$ cat config.mk
export PLATFORM = sky130hd
export DESIGN_NAME = mux_scan_nto1
export DESIGN_NICKNAME = d
export VERILOG_FILES = /design/src/rtl/mux_scan_nto1.sv
export SDC_FILE = /design/constraint.sdc
export NUM_CORES = 1
export LEC_CHECK = 0
export ABC_AREA = 1
export CORE_ASPECT_RATIO = 0.9
export CORE_MARGIN = 3
export CORE_UTILIZATION = 40
export CTS_CLUSTER_DIAMETER = 200
export DETAILED_ROUTE_END_ITERATION = 16
export PLACE_DENSITY = 0.81
export SYNTH_ARGS = -nofsm -noshare
export SYNTH_HDL_FRONTEND = slang
export SYNTH_SLANG_ARGS = --single-unit
$ cat constraint.sdc
create_clock -name clk -period 1.52 [get_ports clk]
set_input_delay 0.152 -clock clk [delete_from_list [all_inputs] [get_ports clk]]
set_output_delay 0.152 -clock clk [all_outputs]
set_load 0.005 [all_outputs]
$ cat src/rtl/mux_scan_nto1.sv
// N-to-1 channel multiplexer with a manual-select mode and an auto-scan mode.
// Scan mode streams channels 0..CHANNELS-1 over a valid/ready handshake.
module mux_scan_nto1 #(
  parameter int WIDTH    = 1,
  parameter int CHANNELS = 16,
  parameter int SEL_W    = 4
) (
  input  logic                      clk,
  input  logic                      reset,
  input  logic [CHANNELS*WIDTH-1:0] In,
  input  logic [SEL_W-1:0]          Sel,
  input  logic                      Mode,
  input  logic                      Start,
  input  logic                      Out_ready,
  output logic [WIDTH-1:0]          Out,
  output logic                      Out_valid,
  output logic [SEL_W-1:0]          Cur_sel,
  output logic                      Scan_done
);

  typedef enum logic [1:0] {
    IDLE,
    MANUAL,
    SCAN
  } state_t;

  localparam logic [SEL_W-1:0] LAST_IDX = SEL_W'(CHANNELS - 1);

  state_t           state, state_nx;
  logic [WIDTH-1:0] out_nx;
  logic [SEL_W-1:0] cur_nx;
  logic             valid_nx;
  logic             done_nx;

  logic [SEL_W-1:0] mux_idx;
  logic [WIDTH-1:0] mux_data;

  // The channel to load next depends only on state and inputs, so the mux
  // address is resolved separately from the FSM to keep the logic acyclic.
  always_comb begin : mux_addr
    mux_idx = Sel;
    if (state == SCAN) begin
      mux_idx = Cur_sel + 1'b1;
    end else if (state == IDLE && Mode) begin
      mux_idx = '0;
    end
  end

  // Indices at or beyond CHANNELS match no channel and fall through to zero.
  always_comb begin : channel_mux
    mux_data = '0;
    for (int k = 0; k < CHANNELS; k++) begin
      if (mux_idx == SEL_W'(k)) begin
        mux_data = In[k*WIDTH +: WIDTH];
      end
    end
  end

  always_comb begin : fsm_next
    // NOTE: every output of this block gets a default first, so no path can
    // leave a value unassigned and infer a latch.
    state_nx = state;
    out_nx   = Out;
    cur_nx   = Cur_sel;
    valid_nx = Out_valid;
    done_nx  = 1'b0;

    unique case (state)
      IDLE: begin
        valid_nx = 1'b0;
        if (!Mode) begin
          state_nx = MANUAL;
          out_nx   = mux_data;
          cur_nx   = Sel;
          valid_nx = 1'b1;
        end else if (Start) begin
          state_nx = SCAN;
          out_nx   = mux_data;
          cur_nx   = '0;
          valid_nx = 1'b1;
        end
      end

      MANUAL: begin
        if (Mode) begin
          state_nx = IDLE;
          valid_nx = 1'b0;
        end else begin
          out_nx   = mux_data;
          cur_nx   = Sel;
          valid_nx = 1'b1;
        end
      end

      SCAN: begin
        if (!Mode) begin
          state_nx = IDLE;
          valid_nx = 1'b0;
        end else if (Out_valid && Out_ready) begin
          if (Cur_sel == LAST_IDX) begin
            state_nx = IDLE;
            valid_nx = 1'b0;
            done_nx  = 1'b1;
          end else begin
            out_nx   = mux_data;
            cur_nx   = Cur_sel + 1'b1;
            valid_nx = 1'b1;
          end
        end
      end

      default: begin
        state_nx = IDLE;
        valid_nx = 1'b0;
      end
    endcase
  end

  always_ff @(posedge clk) begin
    // NOTE: state registers use non-blocking assignments so every flop
    // samples the pre-edge values regardless of statement order.
    if (reset) begin
      state     <= IDLE;
      Out       <= '0;
      Cur_sel   <= '0;
      Out_valid <= 1'b0;
      Scan_done <= 1'b0;
    end else begin
      state     <= state_nx;
      Out       <= out_nx;
      Cur_sel   <= cur_nx;
      Out_valid <= valid_nx;
      Scan_done <= done_nx;
    end
  end

endmodule

==> key figures <==
Synth
  – Post-synth ARST share: 0
  – Seq/Total Area, Yosys: 0.203
  – Synthesized area: 887 sq um
  – Syn_area_per_cell: 5.99 sq um
  – Post-synth top flop: dfxtp_1
  – Number of flops mapped to enable cells by yosys: 0
  – Top-count cell post-synth: nand2_1
  – Synth Instances: 148
  – Synth cell types: 22
  – Ranking of synthesized cells by area: dfxtp_1 (20%), nand2_1 (15%), nand3_1 (12%), inv_1 (9.3%), ha_1 (7.1%)
  – Top cell type's share of synthesized area: 0.203
  – Area leader, netlist: dfxtp_1
  – Top cells by count, synth: nand2_1 (35), inv_1 (22), nand3_1 (22)
  – Yosys warnings: 0
  – Net count after synthesis: 178
  – FF+latch count, synth: 9

Clock tree
  – Worst-path clk slew: 70 ps
  – CTS tree: done
  – CTS Buffer Depth: 2
  – Clock sinks: 9
  – CTS Root Cell: clkbuf_4
  – Num CTS Buffers: 3
  – Clock latency on the worst-skew pair: 270 ps
  – H-tree depth: 1
  – Cts hold-fix bufs: 0

Worst setup path
  – CP Max Fanout: 7
  – Reg2reg path depth: 13
  – Worst path arrival time: 1820 ps
  – Kind of start point of the critical path: flip-flop
  – Setup crit end kind: flip-flop
  – Crit path kind: reg2reg
  – CP required: 1740 ps

Floorplan
  – Die H: 50.7 microns
  – # IOs: 32
  – Die Area: 0.00282 sq mm
  – Die width: 55.6 microns
  – # rows: 15
  – Core ar.: 0.00201 sq mm
  – Initial Util: 0.442

Pwr
  – Peak supply drop: 0.00135 V
  – PwrDens: 1490 mW/mm^2
  – Total power: 2.37 mW
  – Leakage power: 0.724 nW

Timing
  – Hold slack final: 455 ps
  – Setup violators final: 3
  – Least-Margin Pin Slew: 236 ps
  – Max-slew headroom: 0.842
  – Clk_skew: 11.9 ps
  – Hold Fails Final Rpt: 0
  – Unrepaired setup endpoints after global routing: true
  – FMAX: 0.624 GHz
  – Post-route minimum period: 1600 ps
  – Final slew viol count: 0
  – Final period util: 1.05
  – Worst Setup Slack, final: -83.5 ps

Global routing
  – First-pass GRT wire length: 4.80 mm
  – Largest net degree at the start of global routing: 9
  – Total track usage: 0.216
  – Initial antenna violation count: 0
  – Vias in the first global route: 1090
  – Congestion Overflow GR: 0

Final layout
  – Share of cells above drive strength 1: 0.325
  – Final Net Count: 237
  – ANT cells: 0
  – P&R area growth vs syn: 79.4%
  – Finished Core Util: 0.793
  – Fillers: 117
  – Fin area: 0.00159 sq mm

Routing
  – 1st-iter DRT viols: 74
  – DR pass1 iterations: 4
  – Routed wire per std cell: 14.5 microns
  – Post-route ant nets: 0
  – Final WL: 3.35 mm
  – DR vias/cell: 5.45
  – DRC Markers: 0
  – Vias: 1258

Placement
  – Post-DP HPWL: 2.20 mm
  – Placed Area: 0.00137 sq mm
  – GP Congestion: 0.949
  – Place WS: -215 ps
  – Buffers on Ports: 31

Run
  – Max cap viols: 0

Min path
  – Hold Crit Depth: 3
  – Worst min path class: in2reg

Status
  – Failing checks: negative setup slack
  – Outcome: complete, but fails checks
routing by layer:
metal / share of wire / track usage / vias to the layer above / wire length [microns]
met5: 0 / 0 / - / 0
met4: 0.027 / 0.0486 / 0 / 91
met3: 0.093 / 0.0591 / 14 / 310
met2: 0.47 / 0.354 / 72 / 1570
met1: 0.41 / 0.281 / 569 / 1380
li1: - / - / 603 / -
stage by stage:
step                TNS (ps)  std cells
finish                  -226        231
global route            -853        231
CTS                    -85.3        229
detailed placement      -558        221
global placement        -362        221
floorplan                  0        148
flip-flops by register name, summed over array words and instances, names as in the netlist:
| name | count |
|---|---|
| Cur_sel | 4 |
| Out | 1 |
| Out_valid | 1 |
| Scan_done | 1 |
| state | 2 |
layout make-up:
cell class              count  area [sq um]  area share
repair buffers             55           492       0.309
flip-flops and latches      9           186       0.117
multi-input cells         115           759       0.477
clock buffers               4          26.3      0.0165
inverters                  23          96.3      0.0605
well taps                  25          31.3      0.0197
what timing repair did:
| item | 4_1_cts | 5_1_grt |
|---|---|---|
| pin swaps | 7 | 10 |
| endpoints found under the setup margin | 5 | 8 |
| setup buffers | 4 | 2 |
| gates resized for setup | 14 | 24 |
worst paths after layout:
check	startpoint	end	slack [ps]
hold reg to reg	Out_valid$_SDFFE_PP0N_	Scan_done$_SDFF_PP0_	510
setup reg to reg	state[0]$_SDFFE_PP0P_	Out$_SDFFE_PP0P_	-80
setup / recovery	state[0]$_SDFFE_PP0P_	Out$_SDFFE_PP0P_	-80
hold / removal	Out_ready	Scan_done$_SDFF_PP0_	460
cell families after synthesis:
| kind of cell | after synthesis | share of synthesized area |
|---|---|---|
| compound gates | 25 | 0.155 |
| fa+ha+maj | 5 | 0.0705 |
| buf+inv | 24 | 0.116 |
| flops | 9 | 0.203 |
| simple gates | 85 | 0.456 |
where the power goes:
| group | switching, mW | internal (mW) |
|---|---|---|
| Combinational | 0.904 | 0.848 |
| Sequential | 0.0915 | 0.329 |
| Clock | 0.0946 | 0.102 |
placed cells by master, fill, tap and decap left out, drive strengths merged, types with 4 or more instances in the layout:
master and instances:
o21ai 10, inv 23, nor2 16, nand3 22
nand2 39, clkbuf 4, a21oi 12, ha 5
nand3b 5, clkdlybuf4s50 31, dfxtp 9, buf 24
worst max-delay path, stage by stage (launching register included):
cell	delay [ps]
dfxtp_2	330
inv_4	70
ha_4	210
inv_6	70
or2_4	240
nand2_4	110
nand3_2	90
nand2_2	70
nand2_1	50
nand2_1	70
inv_2	40
a21oi_2	90
nor2_1	50
nor2_1	70
No activity file was read; power rests on OpenSTA's default activity.
